<file path="config.mk">
export PLATFORM = sky130hd
export DESIGN_NAME = gate_bist
export DESIGN_NICKNAME = d
export VERILOG_FILES = /design/src/rtl/gate_bist_pkg.sv /design/src/rtl/gate_bist_ref.sv /design/src/rtl/gate_bist.sv
export SDC_FILE = /design/constraint.sdc
export NUM_CORES = 1
export LEC_CHECK = 0
export CAP_MARGIN = 30
export CORE_UTILIZATION = 45
export DETAILED_ROUTE_END_ITERATION = 16
export PLACE_DENSITY = 0.76
export SKIP_LAST_GASP = 1
export SLEW_MARGIN = 20
export SYNTH_ARGS = -nofsm -noshare
export SYNTH_HDL_FRONTEND = slang
export SYNTH_HIERARCHICAL = 1
export SYNTH_SLANG_ARGS = --single-unit
</file>
<file path="constraint.sdc">
create_clock -name clk -period 3.2 [get_ports clk]
set_input_delay 0.32 -clock clk [delete_from_list [all_inputs] [get_ports clk]]
set_output_delay 0.32 -clock clk [all_outputs]
set_load 0.01 [all_outputs]
</file>
<file path="src/rtl/gate_bist_pkg.sv">
// Shared types for the gate self-test engine: reference-op encodings and FSM states.
package gate_bist_pkg;

    typedef logic [1:0] op_t;

    localparam op_t OP_AND  = 2'd0;
    localparam op_t OP_OR   = 2'd1;
    localparam op_t OP_XOR  = 2'd2;
    localparam op_t OP_NAND = 2'd3;

    typedef enum logic [2:0] {
        IDLE,
        DRIVE,
        WAIT,
        CHECK,
        DONE
    } state_t;

endpackage

</file>
<file path="src/rtl/gate_bist_ref.sv">
// Reference gate: expected output bit for a given input vector and operation.
module gate_bist_ref
    import gate_bist_pkg::*;
#(
    parameter int N = 2
) (
    input  logic [N-1:0] vec,
    input  op_t          op,
    output logic         exp_y
);

    always_comb begin
        exp_y = 1'b0;
        case (op)
            OP_AND:  exp_y = &vec;
            OP_OR:   exp_y = |vec;
            OP_XOR:  exp_y = ^vec;
            OP_NAND: exp_y = ~&vec;
            default: exp_y = 1'b0;
        endcase
    end

endmodule

</file>
<file path="src/rtl/gate_bist.sv">
// Exhaustive self-test of an N-input combinational gate against a selectable reference,
// reporting mismatch count, first failing vector and a pass/fail verdict.
//
// state | meaning
// IDLE  | waiting for start; previous verdict stays visible
// DRIVE | present current vector on dut_in
// WAIT  | settle countdown before sampling dut_y
// CHECK | compare dut_y against reference, advance or finish
// DONE  | publish verdict, drop busy, return to IDLE
module gate_bist
    import gate_bist_pkg::*;
#(
    parameter int N      = 2,
    parameter int SETTLE = 2,
    parameter int ERR_W  = 8
) (
    input  logic             clk,
    input  logic             rst,
    input  logic             start,
    input  op_t              op,
    output logic [N-1:0]     dut_in,
    input  logic             dut_y,
    output logic             busy,
    output logic             done,
    output logic             pass,
    output logic [ERR_W-1:0] err_cnt,
    output logic [N-1:0]     first_fail_vec,
    output logic             first_fail_valid
);

    // One extra vec bit keeps the terminal compare from wrapping to zero.
    localparam logic [N:0]       VEC_LAST  = (N+1)'((1 << N) - 1);
    localparam logic [N:0]       VEC_ONE   = (N+1)'(1);
    localparam logic [ERR_W-1:0] ERR_ONE   = ERR_W'(1);
    localparam logic [3:0]       SETTLE_LD = (SETTLE > 0) ? 4'(SETTLE - 1) : 4'd0;

    state_t     state;
    logic [N:0] vec;
    logic [3:0] settle_cnt;
    op_t        op_q;
    logic       exp_y;

    gate_bist_ref #(.N(N)) u_ref (
        .vec   (vec[N-1:0]),
        .op    (op_q),
        .exp_y (exp_y)
    );

    always_ff @(posedge clk or posedge rst) begin
        if (rst) begin
            state            <= IDLE;
            vec              <= '0;
            settle_cnt       <= '0;
            op_q             <= OP_AND;
            dut_in           <= '0;
            busy             <= 1'b0;
            done             <= 1'b0;
            pass             <= 1'b0;
            err_cnt          <= '0;
            first_fail_vec   <= '0;
            first_fail_valid <= 1'b0;
        end else begin
            case (state)
                IDLE: begin
                    if (start) begin
                        vec              <= '0;
                        err_cnt          <= '0;
                        first_fail_vec   <= '0;
                        first_fail_valid <= 1'b0;
                        done             <= 1'b0;
                        pass             <= 1'b0;
                        busy             <= 1'b1;
                        op_q             <= op;
                        state            <= DRIVE;
                    end
                end
                DRIVE: begin
                    dut_in <= vec[N-1:0];
                    if (SETTLE > 0) begin
                        settle_cnt <= SETTLE_LD;
                        state      <= WAIT;
                    end else begin
                        state <= CHECK;
                    end
                end
                WAIT: begin
                    if (settle_cnt == 4'd0) begin
                        state <= CHECK;
                    end else begin
                        settle_cnt <= settle_cnt - 4'd1;
                    end
                end
                CHECK: begin
                    // X/Z on dut_y must count as a failure, hence the 4-state compare.
                    if (dut_y !== exp_y) begin
                        if (err_cnt != '1) begin
                            err_cnt <= err_cnt + ERR_ONE;
                        end
                        if (!first_fail_valid) begin
                            first_fail_vec   <= vec[N-1:0];
                            first_fail_valid <= 1'b1;
                        end
                    end
                    if (vec == VEC_LAST) begin
                        state <= DONE;
                    end else begin
                        vec   <= vec + VEC_ONE;
                        state <= DRIVE;
                    end
                end
                DONE: begin
                    done  <= 1'b1;
                    pass  <= (err_cnt == '0);
                    busy  <= 1'b0;
                    state <= IDLE;
                end
                default: state <= IDLE;
            endcase
        end
    end

endmodule

</file>
* Word-level counts from Yosys, hierarchy flattened
Cells that the tools add are included.
Operators by class: multiplexer cells 25, reductions and logical operators 19, equality and inequality tests 17, add/sub/neg operators 3
Operator list (count):
- $mux W8 | 3
- $pmux W8 S2 | 1
- $mux W3 | 5
- $ne A2 B2 Y1 const B | 7
- $pmux W3 S4 | 1
- $reduce_and A2 Y1 | 5
- $eq A3 B2 Y1 const B | 3
- $add A8 B1 Y8 const B | 1
- $logic_not A8 Y1 | 1
- $ne A8 B8 Y1 const B | 1
- $pmux W1 S2 | 4
- $pmux W4 S2 | 1
- $reduce_and A4 Y1 | 2
- $mux W2 | 3
- $pmux W3 S2 | 1
- $reduce_and A3 Y1 | 2
- $reduce_bool A2 Y1 | 3
- $eq A2 B2 Y1 const B | 2
- $logic_not A4 Y1 | 1
- $mux W4 | 1
- $pmux W1 S4 | 1
- $pmux W2 S2 | 1
- $sub A4 B1 Y4 const B | 1
- $add A3 B1 Y3 const B | 1
- 10 further kinds | 12
Storage, ports and cells: flip-flop bits (word level) 28, input bits 6, logic and storage cells 75, output and inout bits 16

* Longest topological paths before layout
Gate-level depths: netlist of the first run.
word-level depth 6, depth in mapped cells 9, depth with buffers taken out 9

* By module
The synthesis of the first run kept the hierarchy.
Modules (own cells, without submodules):
- gate_bist | times used 1, cells each 140, sequential area each 700.7 µm², area an instance 1426.4 µm²
- gate_bist_ref | times used 1, cells each 10, sequential area each 0.0 µm², area an instance 63.8 µm²

* Worst setup path after synthesis of the first run
OpenSTA, ideal clock, no wires.
path kind flip-flop to flip-flop, start register vec[0], end register err_cnt[3], clock period less this slack 2.040 ns, path slack 1.160 ns, arrival time 1.958 ns, library setup time 0.082 ns, cell stages (with the launch flop) 10, required time 3.118 ns, buffers on the path 0, path through dfrtp_1 > inv_1 > ha_1 > nor2b_1 > o21ai_1 > o21ai_1 > xnor2_1 > a311oi_4 > or2_2 > a31oi_1
Between the ends: longest elaborated chain between the ends 6, elaborated cells between the ends (all ways) 8, classes of those cells eq/ne: 2; mux: 1; reduce/logical: 5
RTL lines:
- start: declaration | RTL line gate_bist.sv:38 | logic [N:0] vec;
- start signal: assignment | RTL line gate_bist.sv:107 | vec <= vec + VEC_ONE;
- $reduce_and A2 Y1 | RTL line gate_bist_ref.sv:15, gate_bist_ref.sv:18
- $logic_not A1 Y1 | RTL line gate_bist_ref.sv:18 | OP_NAND: exp_y = ~&vec;
- $pmux W1 S4 (*) | RTL line gate_bist_ref.sv:14 | case (op)
- named net exp_y | RTL line gate_bist.sv:41 | logic exp_y;
- $nex A1 B1 Y1 (*) | RTL line gate_bist.sv:95 | if (dut_y !== exp_y) begin
- $ne A2 B2 Y1 (no line) (*)
- $reduce_and A4 Y1 (no line) (*)
- end signal: assignment | RTL line gate_bist.sv:97 | err_cnt <= err_cnt + ERR_ONE;
- end: declaration | RTL line gate_bist.sv:26 | output logic [ERR_W-1:0] err_cnt,
Mark *: on every way through the listed nets, which the timed path passes. The rest lies on a longest branch. A chain may end at the register's enable or synchronous reset.

* Final worst setup path of the first run
start register vec[0], end register err_cnt[5]
Same word-level chain as after synthesis.

==> results.py, run 1 <==
metrics = {
    "die": {
        "die_h_um": 59.5,
        "rows": 20,
        "io_pins": 22,
        "coreArea_um2": 3100,
        "die_w_um": 59.5,
        "start_util": 0.480,
        "dieArea_um2": 3550,
    },
    "placement": {
        "post-place-cells": 213,
        "dpl_cell_area_um2": 1760,
        "post-dp-hpwl_um": 2260,
        "gp_congestion": 0.879,
        "portBuffers": 21,
    },
    "global_route": {
        "gr-total-overflow": 0,
        "antenna_found_initial": 0,
        "grt.total_usage": 0.185,
        "grt_max_degree": 20,
        "grt_pass1_wl_um": 4930,
        "grt_pass1_vias": 1134,
    },
    "synthesis": {
        "async_flop_share": 1.00,
        "synth_cells": 150,
        "synth_top_area_share": 0.470,
        "syn-num-nets": 163,
        "yosys_warnings": 6,
        "ys.flop_type": "dfrtp_1",
        "syn_area_per_cell_um2": 9.93,
        "synthesis.area_um2": 1490,
        "synth_edf_count": 0,
        "synth_top_area_cell": "dfrtp_1",
        "synth-seq-cells": 28,
        "synth.area.top_cells": "dfrtp_1 (47%), ha_1 (5.9%), nand2_1 (4.5%), nor2_1 (3.8%), inv_1 (2.5%)",
        "yosysSeqAreaShare": 0.470,
        "yosysUniqueCellTypes": 39,
    },
    "sta": {
        "fin_crit_sh": 0.720,
        "fin_tns_setup_ns": 0,
        "max-slew-margin-rel": 0.650,
        "fin_worst_skew_ns": 0.00235,
        "tightest_slew_ns": 0.520,
        "slew_viol_final": 0,
        "fmax_mhz": 434,
        "hold-worst-slack_ns": 0.313,
        "period_minus_slack_ns": 2.30,
        "setup_violations": 0,
        "hold_violations": 0,
        "rsz0062_at_grt": "no",
    },
    "clocking": {
        "clockRootBuffer": "clkbuf_4",
        "htreeDepth": 1,
        "postCtsHoldBufs": 0,
        "cts_sinks": 28,
        "cts_tree": "yes",
        "clk-insertion-delay-late_ns": 0.31,
        "cts.clk_slew.worst_paths_ns": 0.14,
        "cts_buffers": 3,
        "post_cts_resized": 0,
        "clock_path_buffers": 2,
        "post_cts_buffers": 0,
    },
    "cells_and_area": {
        "layoutNonFillerInstCount": 216,
        "drive_above_1_share": 0.0698,
        "antenna_cells": 0,
        "layout_commonest_cell": "dfrtp_1",
        "final_cell_mix": "dfrtp_1 (28), clkdlybuf4s50_1 (21), nand2_1 (18), nor2_1 (15), inv_1 (10)",
        "nets": 187,
        "area_growth_pct": 19.4,
        "fillers": 303,
        "fin_area_um2": 1780,
    },
    "setup_path": {
        "endpoint_kind": "flip-flop",
        "crit_arrival_ns": 2.53,
        "cp_cell_sequence": "inv_1, ha_1, nor2b_1, o21ai_1, o21ai_1, xnor2_1, a311oi_4, or2_2, a31oi_1",
        "critPathMaxFanout": 10,
        "critPathKind": "reg2reg",
        "cp_common_cell": "o21ai_1",
        "max_stage_delay_ns": 0.47,
        "slowest_stage": "dfrtp_1",
        "crit_buf_inv": 1,
        "crit_path_start_kind": "flip-flop",
        "crit_required_ns": 3.43,
        "crit_family": "compound AO/OA/AOI/OAI gates",
    },
    "worst_hold_path": {
        "hp-class": "in2async",
    },
    "route": {
        "final_antenna_net_count": 0,
        "routed_via_density": 5.39,
        "drc": 0,
        "vias": 1165,
        "wire_per_inst_um": 13.6,
        "first_pass_iters": 4,
        "drt_iter0_drc": 60,
        "drt-total-wl_um": 2930,
    },
    "power_and_ir_drop": {
        "combPwrFrac": 0.488,
        "p_int_w": 0.000885,
        "p_per_area_nw_per_um2": 838,
        "ir_worst_vdd_uv": 365,
        "seqPwrFrac": 0.421,
        "p_leak_nw": 0.794,
        "clockPowerShare": 0.091,
        "switching_share": 0.407,
        "p_switching_w": 0.000607,
        "p_total_w": 0.00149,
    },
    "flow_run": {
        "maxCapViolCount": 0,
    },
    "outcome": {
        "status": "completed",
    },
}
==> layout make-up <==
type	instances	area [um2]	share of cell area
clock buffers	3	22.5	0.0127
inverters	10	37.5	0.0211
multi-input cells	109	726	0.408
flip-flops and latches	28	701	0.394
well taps	44	55.1	0.0309
repair buffers	22	238	0.134
==> metal layers <==
layer,part of all wire,GRT usage,vias up
met2,0.53,0.345,20
met4,0.0058,0.0399,0
met1,0.44,0.228,570
met3,0.024,0.0218,2
met5,0,0,-
li1,-,-,573
==> state kept, by name (all words and copies together) (netlist names) <==
name,cells
busy,1
done,1
dut_in,2
err_cnt,8
first_fail_valid,1
first_fail_vec,2
op_q,2
pass,1
settle_cnt,4
state,3
vec,3
==> per-stage QoR <==
stage / util / setup WS (ns)
after floorplan: - / 1.16
after global placement: 0.557 / 1.06
after detailed placement: 0.566 / 0.939
after CTS: 0.573 / 0.886
after global routing: 0.573 / 0.685
final: 0.573 / 0.897
==> cell families (layout without fill, tap and decap cells) <==
| family | after synthesis | after routing | synth area share |
|---|---|---|---|
| multiplexers | 5 | 5 | 0.0361 |
| buffers and inverters | 13 | 35 | 0.0428 |
| AND/OR/NAND/NOR | 65 | 65 | 0.232 |
| flip-flops | 28 | 28 | 0.470 |
| XOR/XNOR | 4 | 4 | 0.0235 |
| adder cells (fa/ha/maj) | 7 | 7 | 0.0588 |
| AO/OA/AOI/OAI | 28 | 28 | 0.137 |
==> worst reg2reg max path: cells and delay by family (launching register included) <==
family	cells	cell delay [ns]
fa+ha+maj	1	0.28
buf+inv	1	0.07
compound gates	4	0.53
flops	1	0.47
xor+xnor	1	0.39
simple gates	2	0.49
==> synthesized netlist by cell type (2+ instances only) <==
cell type and n:
a21o_1 3, a21oi_1 3, a22o_1 2, a31oi_1 3
and3_1 3, buf_4 2, dfrtp_1 28, ha_1 7
inv_1 10, mux2_2 3, mux2i_1 2, nand2_1 18
nand2b_1 2, nand3_1 4, nor2_1 15, nor2b_1 3
nor3_1 6, nor3b_1 3, nor4_1 2, nor4b_1 2
o21ai_0 7, o21ai_1 2, xnor2_1 4
==> final timing paths <==
path	end	from	slack [ns]	cells past startpoint
min in group clk	vec[2]	vec[2]	0.50	1
max in group asynchronous	err_cnt[7]	rst	2.44	3
hold / removal	settle_cnt[0]	rst	0.31	2
setup / recovery	err_cnt[5]	vec[0]	0.90	9
setup reg to reg	err_cnt[5]	vec[0]	0.90	9
hold reg to reg	vec[2]	vec[2]	0.50	1
==> power groups by stage <==
| stage | Combinational [W] | Sequential, W | Clock (W) |
|---|---|---|---|
| floorplan | 0.000534 | 0.000597 | 0 |
| global placement | 0.000698 | 0.000624 | 0 |
| detailed placement | 0.000728 | 0.000636 | 0 |
| CTS | 0.000734 | 0.000629 | 0.000143 |
| global route | 0.000815 | 0.000649 | 0.000152 |
| finish | 0.000728 | 0.000628 | 0.000135 |
No activity file was read; power rests on OpenSTA's default activity.
==> run 2: changes to the inputs <==
==> constraint.sdc (replaced) <==
create_clock -name clk -period 2.25 [get_ports clk]
set_input_delay 0.225 -clock clk [delete_from_list [all_inputs] [get_ports clk]]
set_output_delay 0.225 -clock clk [all_outputs]
set_load 0.01 [all_outputs]
==> run 2 against run 1 <==
Against the previous run:
- hold slack got worse by 0.037 ns
- final area rose by 1.8%
- combinational power rose by 57%
- clock-buffer cell count did not move
- first-iteration DRC count fell by 17%
==> results.py, run 2 (synthesis results as in run 1) <==
metrics = {
    "clocking": {
        "cts_tree": "yes",
        "clockRootBuffer": "clkbuf_4",
        "cts_sinks": 28,
        "clock_path_buffers": 2,
        "cts.clk_slew.worst_paths_ns": 0.13,
        "clk-insertion-delay-late_ns": 0.31,
        "cts_buffers": 3,
        "postCtsHoldBufs": 0,
        "htreeDepth": 1,
    },
    "power_and_ir_drop": {
        "p_switching_w": 0.000883,
        "switching_share": 0.399,
        "p_leak_nw": 0.816,
        "seqPwrFrac": 0.396,
        "combPwrFrac": 0.518,
        "p_per_area_nw_per_um2": 1220,
        "ir_worst_vdd_uv": 573,
        "p_int_w": 0.00133,
        "clockPowerShare": 0.086,
    },
    "cells_and_area": {
        "top_regs": "err_cnt (8), settle_cnt (4)",
        "layout_commonest_cell": "dfrtp_1",
        "drive_above_1_share": 0.107,
        "largest_reg_flops": 8,
        "top_register": "err_cnt",
        "final_cell_mix": "dfrtp_1 (28), clkdlybuf4s50_1 (21), nand2_1 (18), nor2_1 (15), inv_1 (10)",
        "nets": 192,
        "area_growth_pct": 21.5,
        "antenna_cells": 0,
    },
    "setup_path": {
        "critPathMaxFanout": 9,
        "crit_arrival_ns": 2.32,
        "endpoint_kind": "flip-flop",
        "r2r_start": "vec[0]",
        "r2r_cells": 10,
        "crit_path_start_kind": "flip-flop",
        "crit_required_ns": 2.48,
        "startpoint": "vec[0]",
        "critPathKind": "reg2reg",
    },
    "sta": {
        "setup_violations": 0,
        "slew_viol_final": 0,
        "tightest_slew_ns": 0.570,
        "setup_ws_ns": 0.159,
        "hold_violations": 0,
        "hold-worst-slack_ns": 0.275,
        "period_minus_slack_ns": 2.09,
        "fin_worst_skew_ns": 0.00360,
        "fmax_mhz": 478,
        "rsz0062_at_grt": "no",
        "max-slew-margin-rel": 0.617,
        "fin_tns_setup_ns": 0,
        "fin_crit_sh": 0.929,
    },
    "die": {
        "coreArea_um2": 3100,
        "dieArea_um2": 3550,
        "start_util": 0.480,
        "die_w_um": 59.5,
        "io_pins": 22,
        "rows": 20,
        "die_h_um": 59.5,
    },
    "route": {
        "first_pass_iters": 4,
        "drt-total-wl_um": 2970,
        "drc": 0,
        "drt_iter0_drc": 50,
        "final_antenna_net_count": 0,
        "wire_per_inst_um": 13.5,
        "routed_via_density": 5.35,
        "vias": 1182,
    },
    "global_route": {
        "grt_pass1_vias": 1167,
        "grt_max_degree": 29,
        "grt_pass1_wl_um": 4960,
        "antenna_found_initial": 0,
        "grt.total_usage": 0.183,
        "gr-total-overflow": 0,
    },
    "outcome": {
        "status": "completed",
    },
    "placement": {
        "pre_cts_ws_ns": 0.191,
        "gp_congestion": 0.867,
        "portBuffers": 21,
        "post-dp-hpwl_um": 2140,
    },
    "flow_run": {
        "maxCapViolCount": 0,
    },
    "worst_hold_path": {
        "hp-class": "in2async",
    },
}
## run 2: cell types whose count changed in the layout (fill, tap and decap cells not counted)
cell,change
xnor2_1,-1
o21ai_1,+1
nor4_1,-1
nor4_2,+1
o21ai_0,-1
xnor2_2,+1
buf_16,-1
buf_4,+6
## run 2: worst paths after layout
check,end,slack (ns)
min reg2reg,done,0.50
max,err_cnt[5],0.16
max in group asynchronous,err_cnt[1],1.72
min in group clk,op_q[0],0.43
min,dut_in[1],0.28
max reg2reg,err_cnt[5],0.16
## run 2: critical path, cell delays in order (launching register included)
cell and delay [ns]:
dfrtp_1 0.42, buf_4 0.16, ha_1 0.21, nor2b_1 0.12, o21ai_1 0.07, o21ai_1 0.13
xnor2_2 0.17, a311oi_4 0.06, buf_4 0.19, or2_2 0.31, a31oi_1 0.19
## run 2: repair_timing
action	4_1_cts	5_1_grt
hold endpoints to repair	0	0
gates resized for setup	0	3
endpoints found under the setup margin	0	6
buffers inserted	0	2
## run 2: per-layer routing
| layer | routed length (um) | track usage | vias up |
|---|---|---|---|
| met1 | 1370 | 0.255 | 564 |
| met5 | 0 | 0 | - |
| met3 | 97 | 0.0240 | 6 |
| li1 | - | - | 583 |
| met4 | 61 | 0.0565 | 0 |
| met2 | 1440 | 0.297 | 29 |
## run 2: through the flow
step / cells / utilization / instance area (um2) / power, W
6_report: 221 / 0.583 / 1810 / 0.00221
5_1_grt: 221 / 0.583 / 1810 / 0.00239
4_1_cts: 219 / 0.574 / 1780 / 0.00218
3_5_place_dp: 216 / 0.567 / 1760 / 0.00198
3_3_place_gp: 216 / 0.567 / 1760 / 0.00193
2_1_floorplan: 150 / - / 1490 / 0.00161
## run 2: layout make-up
type / count / area, um2
multi-input combinational: 109 / 739
sequential: 28 / 701
fill: 287 / 1290
timing repair buffer: 27 / 255
tap: 44 / 55.1
inverter: 10 / 37.5
clock buffer: 3 / 22.5
## run 2: power groups by stage
| stage | combinational [W] | sequential (W) | clock (W) |
|---|---|---|---|
| 6_report | 0.00114 | 0.000875 | 0.000191 |
| 5_1_grt | 0.00126 | 0.000906 | 0.000217 |
| 4_1_cts | 0.00111 | 0.000875 | 0.000201 |
| 3_5_place_dp | 0.00110 | 0.000885 | 0 |
| 3_3_place_gp | 0.00106 | 0.000871 | 0 |
| 2_1_floorplan | 0.000759 | 0.000849 | 0 |
==> run 3: changes to the inputs <==
--- a/config.mk
+++ b/config.mk
@@ -5,6 +5,7 @@
 export SDC_FILE = /design/constraint.sdc
 export NUM_CORES = 1
 export LEC_CHECK = 0
+export ABC_AREA = 1
 export CAP_MARGIN = 30
 export CORE_UTILIZATION = 45
 export DETAILED_ROUTE_END_ITERATION = 16
==> run 3 against run 2 <==
Against the previous run:
- sequential share of layout area shrank 1.1 points
- die area rose by 4.5%
- via count up 9.5%
- area after synthesis grew 4.6%
- worst setup slack improved by 0.28 ns
- combinational power fell by 17%
- clock-buffer cell count unchanged
==> results.py, run 3 <==
metrics = {
    "cells_and_area": {
        "largest_reg_flops": 8,
        "antenna_cells": 0,
        "final_cell_mix": "nand2_1 (52), inv_1 (31), dfrtp_1 (28), clkdlybuf4s50_1 (21), nand3_1 (20)",
        "drive_above_1_share": 0.100,
        "layout_commonest_cell": "nand2_1",
        "top_regs": "err_cnt (8), settle_cnt (4)",
        "fillers": 313,
        "area_growth_pct": 19.7,
        "register_area_um2": 701,
        "top_register": "err_cnt",
        "multi_input_area_um2": 706,
        "nets": 233,
    },
    "sta": {
        "fin_worst_skew_ns": 0.00596,
        "rsz0062_at_grt": "no",
        "setup_violations": 0,
        "hold-worst-slack_ns": 0.234,
        "fin_tns_setup_ns": 0,
        "fmax_mhz": 553,
        "hold_violations": 0,
        "max-slew-margin-rel": 0.768,
        "period_minus_slack_ns": 1.81,
        "slew_viol_final": 0,
        "tightest_slew_ns": 0.348,
        "fin_crit_sh": 0.803,
    },
    "global_route": {
        "grt.total_usage": 0.184,
        "antenna_found_initial": 0,
        "grt_pass1_wl_um": 5130,
        "grt_pass1_vias": 1200,
        "grt_max_degree": 29,
        "gr-total-overflow": 0,
    },
    "power_and_ir_drop": {
        "seqPwrFrac": 0.376,
        "p_leak_nw": 0.898,
        "switching_share": 0.412,
        "p_switching_w": 0.000840,
        "combPwrFrac": 0.466,
        "p_int_w": 0.00120,
        "ir_worst_vdd_uv": 845,
        "p_per_area_nw_per_um2": 1090,
        "clockPowerShare": 0.158,
    },
    "placement": {
        "gp_congestion": 0.815,
        "post-dp-hpwl_um": 2200,
        "portBuffers": 21,
    },
    "clocking": {
        "clockRootBuffer": "clkbuf_4",
        "cts_buffers": 3,
        "postCtsHoldBufs": 0,
        "htreeDepth": 1,
        "cts_tree": "yes",
        "clock_path_buffers": 2,
        "cts_sinks": 28,
        "cts.clk_slew.worst_paths_ns": 0.15,
        "clk-insertion-delay-late_ns": 0.32,
        "post_cts_buffers": 0,
        "post_cts_resized": 0,
    },
    "die": {
        "coreArea_um2": 3340,
        "io_pins": 22,
        "dieArea_um2": 3700,
        "die_h_um": 60.9,
        "rows": 21,
        "die_w_um": 60.9,
        "start_util": 0.467,
    },
    "route": {
        "drc": 0,
        "first_pass_iters": 4,
        "drt_iter0_drc": 47,
        "wl_met3_um": 83,
        "wire_per_inst_um": 10.8,
        "vias": 1294,
        "wl_met1_um": 1340,
        "routed-wl-met2_um": 1400,
        "final_antenna_net_count": 0,
        "routed.top_layer": "met4",
        "routed_via_density": 4.88,
        "drt-total-wl_um": 2860,
    },
    "setup_path": {
        "crit_arrival_ns": 2.03,
        "critPathMaxFanout": 16,
        "cp_cell_sequence": "inv_1, ha_1, inv_1, nand2_1, nand3_1, nand2_1, inv_1, nand2_1, nand2_1, nand2_4, nand3_4, nand2_1, o21ai_2",
        "cp_common_cell": "nand2_1",
        "crit_path_start_kind": "flip-flop",
        "critPathKind": "reg2reg",
        "slowest_stage": "dfrtp_1",
        "crit_required_ns": 2.47,
        "max_stage_delay_ns": 0.45,
        "endpoint_kind": "flip-flop",
    },
    "synthesis": {
        "yosysUniqueCellTypes": 22,
        "async_flop_share": 1.00,
        "syn-num-nets": 207,
        "yosys_warnings": 6,
        "yosysMostFrequentCell": "nand2_1",
        "synth_cells": 194,
        "synth_top_area_cell": "dfrtp_1",
        "synthesis.area_um2": 1560,
        "synth.area.top_cells": "dfrtp_1 (45%), nand2_1 (13%), inv_1 (7.5%), nand3_1 (6.4%), ha_1 (5.6%)",
        "yosysSeqAreaShare": 0.449,
        "synth-seq-cells": 28,
        "synth_top_area_share": 0.449,
        "ys.flop_type": "dfrtp_1",
        "syn_area_per_cell_um2": 8.04,
        "synth_common_cells": "nand2_1 (52), inv_1 (31), dfrtp_1 (28)",
        "synth_edf_count": 0,
    },
    "outcome": {
        "status": "completed",
    },
    "worst_hold_path": {
        "hp-class": "in2async",
    },
    "flow_run": {
        "maxCapViolCount": 0,
    },
}
[run 3: changes by cell type in the layout (fill, tap and decap cells not counted), moves of 4 or more]
| cell | change |
|---|---|
| nand2_1 | +34 |
| inv_1 | +21 |
| nand3_1 | +16 |
| o21ai_0 | +8 |
| o21ai_2 | +8 |
| nor3_1 | -6 |
| nand2_2 | +4 |
[run 3: final timing paths]
check / startpoint / to / slack [ns] / cells past startpoint
hold / removal: rst / settle_cnt[0] / 0.23 / 3
min in group clk: op[1] / op_q[1] / 0.43 / 3
setup / recovery: vec[0] / err_cnt[4] / 0.44 / 13
hold reg to reg: busy / busy / 0.49 / 2
max in group asynchronous: rst / busy / 1.75 / 3
setup reg to reg: vec[0] / err_cnt[4] / 0.44 / 13
[run 3: through the flow]
step / cells / power [W] / worst slack (ns) / cell area [um2] / util
after floorplan: 194 / 0.00149 / 0.603 / 1560 / -
after global placement: 261 / 0.00169 / 0.525 / 1810 / 0.543
after detailed placement: 261 / 0.00173 / 0.460 / 1810 / 0.543
after CTS: 265 / 0.00205 / 0.414 / 1870 / 0.559
after global routing: 265 / 0.00223 / 0.191 / 1870 / 0.559
final: 265 / 0.00204 / 0.442 / 1870 / 0.559
[run 3: layout make-up]
type,count,share of cell area
tap,46,0.0309
sequential,28,0.376
clock inverter,1,0.0161
clock buffer,3,0.0121
inverter,31,0.0624
timing repair buffer,24,0.125
multi-input combinational,132,0.378
[run 3: layer usage]
metal / up-vias / global-route usage
met5: - / 0
met4: 0 / 0.0455
met3: 4 / 0.0405
met2: 19 / 0.308
met1: 596 / 0.245
li1: 675 / -
[run 3: worst max-delay path, delay by kind of cell, from the launching register on]
kind / cells / cell delay (ns)
and+or+nand+nor: 8 / 0.79
AOI/OAI and AO/OA: 1 / 0.06
buffers and inverters: 3 / 0.14
adders and majority gates: 1 / 0.27
DFF: 1 / 0.45
[run 3: kinds of logic (layout without fill, tap and decap cells)]
kind of cell	after synthesis	after routing	synth area share
buf+inv	34	59	0.0979
simple gates	95	95	0.273
compound gates	29	29	0.118
flops	28	28	0.449
fa+ha+maj	7	7	0.0562
xor+xnor	1	1	0.00562
[run 3: power groups by stage]
stage | clock network [W] | registers, W | logic, W
6_report | 0.000323 | 0.000766 | 0.000949
5_1_grt | 0.000344 | 0.000790 | 0.00109
4_1_cts | 0.000331 | 0.000765 | 0.000957
3_5_place_dp | 0 | 0.000775 | 0.000953
3_3_place_gp | 0 | 0.000771 | 0.000919
2_1_floorplan | 0 | 0.000785 | 0.000703
